### src/rtl/fmc_adc_shot_seq_pkg.sv
// Shared state encoding for the multi-shot acquisition sequencer.
// The CSR status FSM field decodes the same values.

package fmc_adc_shot_seq_pkg;

    localparam logic [2:0] C_ST_IDLE      = 3'd0;
    localparam logic [2:0] C_ST_PRE_TRIG  = 3'd1;
    localparam logic [2:0] C_ST_WAIT_TRIG = 3'd2;
    localparam logic [2:0] C_ST_POST_TRIG = 3'd3;
    localparam logic [2:0] C_ST_TAG_WR    = 3'd4;
    localparam logic [2:0] C_ST_NEXT_SHOT = 3'd5;

    typedef enum logic [2:0] {
        ST_IDLE      = C_ST_IDLE,
        ST_PRE_TRIG  = C_ST_PRE_TRIG,
        ST_WAIT_TRIG = C_ST_WAIT_TRIG,
        ST_POST_TRIG = C_ST_POST_TRIG,
        ST_TAG_WR    = C_ST_TAG_WR,
        ST_NEXT_SHOT = C_ST_NEXT_SHOT
    } t_shot_seq_state;

    // States in which incoming ADC samples go to the sample buffer.
    function automatic logic is_sampling_state(input t_shot_seq_state st);
        return (st == ST_PRE_TRIG) || (st == ST_WAIT_TRIG) || (st == ST_POST_TRIG);
    endfunction

endpackage

### src/rtl/fmc_adc_sample_counter.sv
// Up-counter cleared to zero on demand, saturating at a target value.
// hit_o flags the increment that lands exactly on the target.

module fmc_adc_sample_counter #(
    parameter int WIDTH = 32
) (
    input  logic             clk_i,
    input  logic             rst_n_i,
    input  logic             clr_i,
    input  logic             inc_i,
    input  logic [WIDTH-1:0] target_i,
    output logic             at_target_o,
    output logic             hit_o
);

    localparam logic [WIDTH-1:0] C_ONE = WIDTH'(1);

    logic [WIDTH-1:0] count_q;
    logic [WIDTH-1:0] count_d;
    logic [WIDTH-1:0] count_inc;

    assign count_inc   = count_q + C_ONE;
    assign at_target_o = (count_q == target_i);
    assign hit_o       = inc_i && !at_target_o && (count_inc == target_i);

    always_comb begin
        count_d = count_q;
        if (clr_i) begin
            count_d = '0;
        end else if (inc_i && !at_target_o) begin
            count_d = count_inc;
        end
    end

    always_ff @(posedge clk_i) begin
        if (!rst_n_i) begin
            count_q <= '0;
        end else begin
            count_q <= count_d;
        end
    end

endmodule

### src/rtl/fmc_adc_shot_sequencer.sv
// Multi-shot acquisition sequencer: pre-trigger, trigger wait and post-trigger
// sample phases per shot, timetag request per shot, one end pulse per run.
//
// state      | meaning
// IDLE       | no run active, waiting for a valid start
// PRE_TRIG   | collecting the latched number of pre-trigger samples
// WAIT_TRIG  | buffering samples until the arbitrated trigger arrives
// POST_TRIG  | collecting the latched number of post-trigger samples
// TAG_WR     | one-cycle timetag write request for the finished shot
// NEXT_SHOT  | decrement remaining shots, end the run on the last one

module fmc_adc_shot_sequencer
    import fmc_adc_shot_seq_pkg::*;
#(
    parameter int g_SAMPLE_CNT_WIDTH = 32,
    parameter int g_SHOT_CNT_WIDTH   = 16
) (
    input  logic                          clk_i,
    input  logic                          rst_n_i,
    input  logic                          start_i,
    input  logic                          stop_i,
    input  logic [g_SAMPLE_CNT_WIDTH-1:0] pre_samples_i,
    input  logic [g_SAMPLE_CNT_WIDTH-1:0] post_samples_i,
    input  logic [g_SHOT_CNT_WIDTH-1:0]   shots_i,
    input  logic                          sample_valid_i,
    input  logic                          trig_i,
    output logic                          cfg_ok_o,
    output logic [2:0]                    state_o,
    output logic                          wait_trig_o,
    output logic                          sample_wr_o,
    output logic                          tag_wr_o,
    output logic                          acq_end_o,
    output logic [g_SHOT_CNT_WIDTH-1:0]   shots_left_o
);

    localparam logic [g_SHOT_CNT_WIDTH-1:0] C_SHOT_ONE = g_SHOT_CNT_WIDTH'(1);

    t_shot_seq_state state_q, state_d;

    logic [g_SAMPLE_CNT_WIDTH-1:0] pre_q, pre_d;
    logic [g_SAMPLE_CNT_WIDTH-1:0] post_q, post_d;
    logic [g_SHOT_CNT_WIDTH-1:0]   shots_left_q, shots_left_d;
    logic                          sample_wr_q, sample_wr_d;
    logic                          tag_wr_q, tag_wr_d;
    logic                          acq_end_q, acq_end_d;
    logic                          wait_trig_q, wait_trig_d;

    logic cfg_ok;
    logic run_start;
    logic abort;
    logic cnt_clr;
    logic pre_inc, pre_at, pre_hit;
    logic post_inc, post_at, post_hit;

    assign cfg_ok    = (shots_i != '0) && (post_samples_i != '0);
    assign run_start = (state_q == ST_IDLE) && start_i && !stop_i && cfg_ok;
    assign abort     = (state_q != ST_IDLE) && stop_i;

    // Counters restart at every shot boundary and stay at zero while idle.
    assign cnt_clr  = (state_q == ST_IDLE) || (state_q == ST_NEXT_SHOT);
    assign pre_inc  = (state_q == ST_PRE_TRIG) && sample_valid_i;
    assign post_inc = (state_q == ST_POST_TRIG) && sample_valid_i;

    fmc_adc_sample_counter #(
        .WIDTH(g_SAMPLE_CNT_WIDTH)
    ) u_pre_cnt (
        .clk_i      (clk_i),
        .rst_n_i    (rst_n_i),
        .clr_i      (cnt_clr),
        .inc_i      (pre_inc),
        .target_i   (pre_q),
        .at_target_o(pre_at),
        .hit_o      (pre_hit)
    );

    fmc_adc_sample_counter #(
        .WIDTH(g_SAMPLE_CNT_WIDTH)
    ) u_post_cnt (
        .clk_i      (clk_i),
        .rst_n_i    (rst_n_i),
        .clr_i      (cnt_clr),
        .inc_i      (post_inc),
        .target_i   (post_q),
        .at_target_o(post_at),
        .hit_o      (post_hit)
    );

    always_ff @(posedge clk_i) begin
        if (!rst_n_i) begin
            state_q      <= ST_IDLE;
            pre_q        <= '0;
            post_q       <= '0;
            shots_left_q <= '0;
            sample_wr_q  <= 1'b0;
            tag_wr_q     <= 1'b0;
            acq_end_q    <= 1'b0;
            wait_trig_q  <= 1'b0;
        end else begin
            state_q      <= state_d;
            pre_q        <= pre_d;
            post_q       <= post_d;
            shots_left_q <= shots_left_d;
            sample_wr_q  <= sample_wr_d;
            tag_wr_q     <= tag_wr_d;
            acq_end_q    <= acq_end_d;
            wait_trig_q  <= wait_trig_d;
        end
    end

    always_comb begin
        state_d = state_q;
        if (abort) begin
            state_d = ST_IDLE;
        end else begin
            case (state_q)
                ST_IDLE: begin
                    if (run_start) begin
                        state_d = ST_PRE_TRIG;
                    end
                end
                ST_PRE_TRIG: begin
                    // pre_at alone only holds for a zero pre-sample count.
                    if (pre_at || pre_hit) begin
                        state_d = ST_WAIT_TRIG;
                    end
                end
                ST_WAIT_TRIG: begin
                    if (trig_i) begin
                        state_d = ST_POST_TRIG;
                    end
                end
                ST_POST_TRIG: begin
                    if (post_at || post_hit) begin
                        state_d = ST_TAG_WR;
                    end
                end
                ST_TAG_WR: begin
                    state_d = ST_NEXT_SHOT;
                end
                ST_NEXT_SHOT: begin
                    if (shots_left_q == C_SHOT_ONE) begin
                        state_d = ST_IDLE;
                    end else begin
                        state_d = ST_PRE_TRIG;
                    end
                end
                default: begin
                    state_d = ST_IDLE;
                end
            endcase
        end
    end

    always_comb begin
        pre_d        = pre_q;
        post_d       = post_q;
        shots_left_d = shots_left_q;
        if (run_start) begin
            pre_d        = pre_samples_i;
            post_d       = post_samples_i;
            shots_left_d = shots_i;
        end else if (abort) begin
            shots_left_d = '0;
        end else if (state_q == ST_NEXT_SHOT) begin
            shots_left_d = shots_left_q - C_SHOT_ONE;
        end

        sample_wr_d = sample_valid_i && is_sampling_state(state_q);
        wait_trig_d = (state_d == ST_WAIT_TRIG);
        tag_wr_d    = (state_d == ST_TAG_WR);
        acq_end_d   = (state_q == ST_NEXT_SHOT) && !abort && (shots_left_q == C_SHOT_ONE);
    end

    assign cfg_ok_o     = cfg_ok;
    assign state_o      = state_q;
    assign wait_trig_o  = wait_trig_q;
    assign sample_wr_o  = sample_wr_q;
    assign tag_wr_o     = tag_wr_q;
    assign acq_end_o    = acq_end_q;
    assign shots_left_o = shots_left_q;

endmodule

### config.mk
export PLATFORM = sky130hd
export DESIGN_NAME = fmc_adc_shot_sequencer
export DESIGN_NICKNAME = d
export VERILOG_FILES = /design/src/rtl/fmc_adc_shot_seq_pkg.sv /design/src/rtl/fmc_adc_sample_counter.sv /design/src/rtl/fmc_adc_shot_sequencer.sv
export SDC_FILE = /design/constraint.sdc
export NUM_CORES = 1
export LEC_CHECK = 0
export BUFFER_PORTS_ARGS = -buffer_cell sky130_fd_sc_hd__buf_2
export CAP_MARGIN = 20
export CORE_ASPECT_RATIO = 2
export CORE_UTILIZATION = 25
export DETAILED_ROUTE_END_ITERATION = 8
export SYNTH_ARGS = -nofsm -noshare
export SYNTH_HDL_FRONTEND = slang
export SYNTH_SLANG_ARGS = --single-unit
### constraint.sdc
create_clock -name clk_i -period 5.02 [get_ports clk_i]
set_input_delay 0.251 -clock clk_i [delete_from_list [all_inputs] [get_ports clk_i]]
set_output_delay 0.251 -clock clk_i [all_outputs]
set_load 0.02 [all_outputs]
==> impl_metrics.env <==
export IMPL_dp_hpwl_um=21700
export IMPL_min_period_ns=3.63
export IMPL_timing_worst_setup_path_type="reg -> reg"
export IMPL_syn_nets=1214
export IMPL_hold_path_class="in -> reg"
export IMPL_grt_usage=0.160
export IMPL_synth_top_area_frac=0.346
export IMPL_post_route_drc_count=0
export IMPL_setup_tns_ns=0
export IMPL_dieArea_um2=35800
export IMPL_die_x_um=134
export IMPL_final_nets=1284
export IMPL_layout_worst_path_cycle_share=0.723
export IMPL_r2r_slack_ns=1.39
export IMPL_postCtsSetupBuffers=0
export IMPL_holdBufCountCts=0
export IMPL_tightest_slew_ns=0.866
export IMPL_die_y_um=266
export IMPL_cts_buffers=17
export IMPL_coreArea_um2=34400
export IMPL_pre_cts_ws_ns=1.45
export IMPL_relSlewSlack=0.422
export IMPL_worstPathRequired_ns=5.41
export IMPL_dpl_instance_area_um2=9630
export IMPL_synthTopCellsByCount="204 x nand2_1, 151 x dfxtp_1, 109 x nor2_1"
export IMPL_r2r_cells=9
export IMPL_ys_async_sr_fraction=0
export IMPL_critical_path_max_fanout=11
export IMPL_firstDrtPassIters=7
export IMPL_yosysWarnings=0
export IMPL_clk_insertion_delay_late_ns=0.46
export IMPL_finalHoldViolations=0
export IMPL_ys_flop_type="dfxtp_1"
export IMPL_synth_cell_types=66
export IMPL_post_cts_resized=0
export IMPL_gp_congestion=0.952
export IMPL_total_power_mw=2.97
export IMPL_clock_skew_ns=0.0139
export IMPL_crit_path_start_kind="register"
export IMPL_grt_pass1_wl_um=43400
export IMPL_ant_nets=0
export IMPL_critPathCapture="wait_trig_o"
export IMPL_crit_path_start="u_pre_cnt.count_q[10]"
export IMPL_synth_most_common_cell="nand2_1"
export IMPL_critPathCaptureType="register"
export IMPL_synth_cells=1124
export IMPL_peakVddDrop_mv=0.273
export IMPL_r2r_start="u_pre_cnt.count_q[10]"
export IMPL_ios=110
export IMPL_final_max_slew_viol_count=0
export IMPL_status="finished, final reports clean"
export IMPL_finish_instance_area_um2=10300
export IMPL_fin_util=0.298
export IMPL_wl_per_cell_um=17.0
export IMPL_rsz0062_at_grt="no"
export IMPL_antenna_found_initial=2
export IMPL_grt_max_degree=85
export IMPL_instances_no_fill=1651
export IMPL_syn_cell_area_um2=8740
export IMPL_arrival_ns=4.03
export IMPL_yosys_top_cells_area="dfxtp_1 35%, xnor2_1 8.9%, nand2_1 8.8%, xor2_1 6.4%, a21boi_0 5.9%"
export IMPL_path_clk_slew_ns=0.07
export IMPL_area_delta_synth_final_pct=17.3
export IMPL_layout_setup_ws_ns=1.39
export IMPL_setup_viol=0
export IMPL_placed_cells=1616
export IMPL_start_util=0.254
export IMPL_leakage_nw=3.50
export IMPL_clk_path_buf_depth=2
export IMPL_drv_cap=0
export IMPL_drt_wl_total_um=28000
export IMPL_port_buffers=109
export IMPL_timing_rr_end="wait_trig_o"
export IMPL_rows=96
export IMPL_overflow=0
export IMPL_whs_ns=0.0416
export IMPL_synth_seq_cells=151
export IMPL_synth_edf_count=0
export IMPL_clock_fmax_mhz=275
export IMPL_vias=8230
export IMPL_cts_root_buf="clkbuf_16"
export IMPL_first_global_vias=8178
export IMPL_synth_top_area_cell="dfxtp_1"
export IMPL_first_iter_violations=469
export IMPL_ys_seq_area_frac=0.346
export IMPL_powerDensity_nw_per_um2=290
export IMPL_drive_above_1_share=0.136
export IMPL_cts_max_level=4
export IMPL_syn_mean_instance_area_um2=7.78
export IMPL_clock_sinks=151
export IMPL_routed_via_density=4.98
export IMPL_cts_tree="yes"
==> layout make-up <==
class / count / area [um^2]
Multi-Input combinational cell: 894 / 5410
Fill cell: 3780 / 24100
Antenna cell: 3 / 7.51
Inverter: 15 / 56.3
Sequential cell: 151 / 3020
Clock buffer: 18 / 429
Clock inverter: 14 / 186
Tap cell: 441 / 552
Timing Repair Buffer: 115 / 591
==> worst min-delay path by stage <==
stage                      startpoint         to  slack (ns)  cells after the start
floorplan           post_samples_i[0]  post_q[0]        0.40                      2
global placement            post_q[8]  post_q[8]        0.47                      2
detailed placement          pre_q[13]  pre_q[13]        0.47                      2
CTS                 pre_samples_i[28]  pre_q[28]        0.02                      3
global route        pre_samples_i[28]  pre_q[28]        0.05                      3
finish              pre_samples_i[28]  pre_q[28]        0.04                      3
==> routing by layer <==
metal / vias to the layer above / GRT usage / wire length, um
li1: 4055 / - / -
met1: 3890 / 0.145 / 9790
met2: 207 / 0.311 / 15500
met3: 78 / 0.0253 / 950
met4: 0 / 0.118 / 1760
met5: - / 0 / 0
==> worst max-delay path, stage by stage, from the launching register on <==
cell and delay, ns:
dfxtp_1 0.54, nand4_1 0.42, or4_1 0.81, or4_1 0.56, o21ai_1 0.13, a31oi_1 0.11, a2111oi_2 0.30, a31oi_1 0.20
a221oi_2 0.33, and2_1 0.17
==> sequential cells by signal (all words and copies together) (netlist names) <==
register,count
pre_q,32
wait_trig_o,1
sample_wr_o,1
u_post_cnt.count_q,32
tag_wr_o,1
state_o,3
shots_left_o,16
acq_end_o,1
u_pre_cnt.count_q,32
post_q,32
==> cell usage in the layout, fill, tap and decap left out, types with 29 or more instances in the layout <==
| cell | n |
|---|---|
| buf_2 | 109 |
| nor4_1 | 29 |
| nand2_1 | 204 |
| nand3_1 | 41 |
| xor2_1 | 64 |
| a21oi_1 | 31 |
| xnor2_1 | 89 |
| nand4_1 | 37 |
| nor2_1 | 109 |
| a21boi_0 | 69 |
| o21ai_0 | 29 |
| dfxtp_1 | 151 |
==> report_power, final <==
part | switching, mW | total [mW] | internal (mW)
Sequential | 0.0428 | 1.28 | 1.23
Clock | 0.578 | 1.37 | 0.796
Combinational | 0.189 | 0.319 | 0.130
==> logic make-up after synthesis <==
kind of cell,count (synthesis),share of synthesized area
AO/OA/AOI/OAI,188,0.148
XOR/XNOR,153,0.153
adder cells (fa/ha/maj),4,0.00573
buffers and inverters,79,0.0376
flip-flops,151,0.346
multiplexers,8,0.00930
AND/OR/NAND/NOR,541,0.300
(Power assumes the default switching activity.)
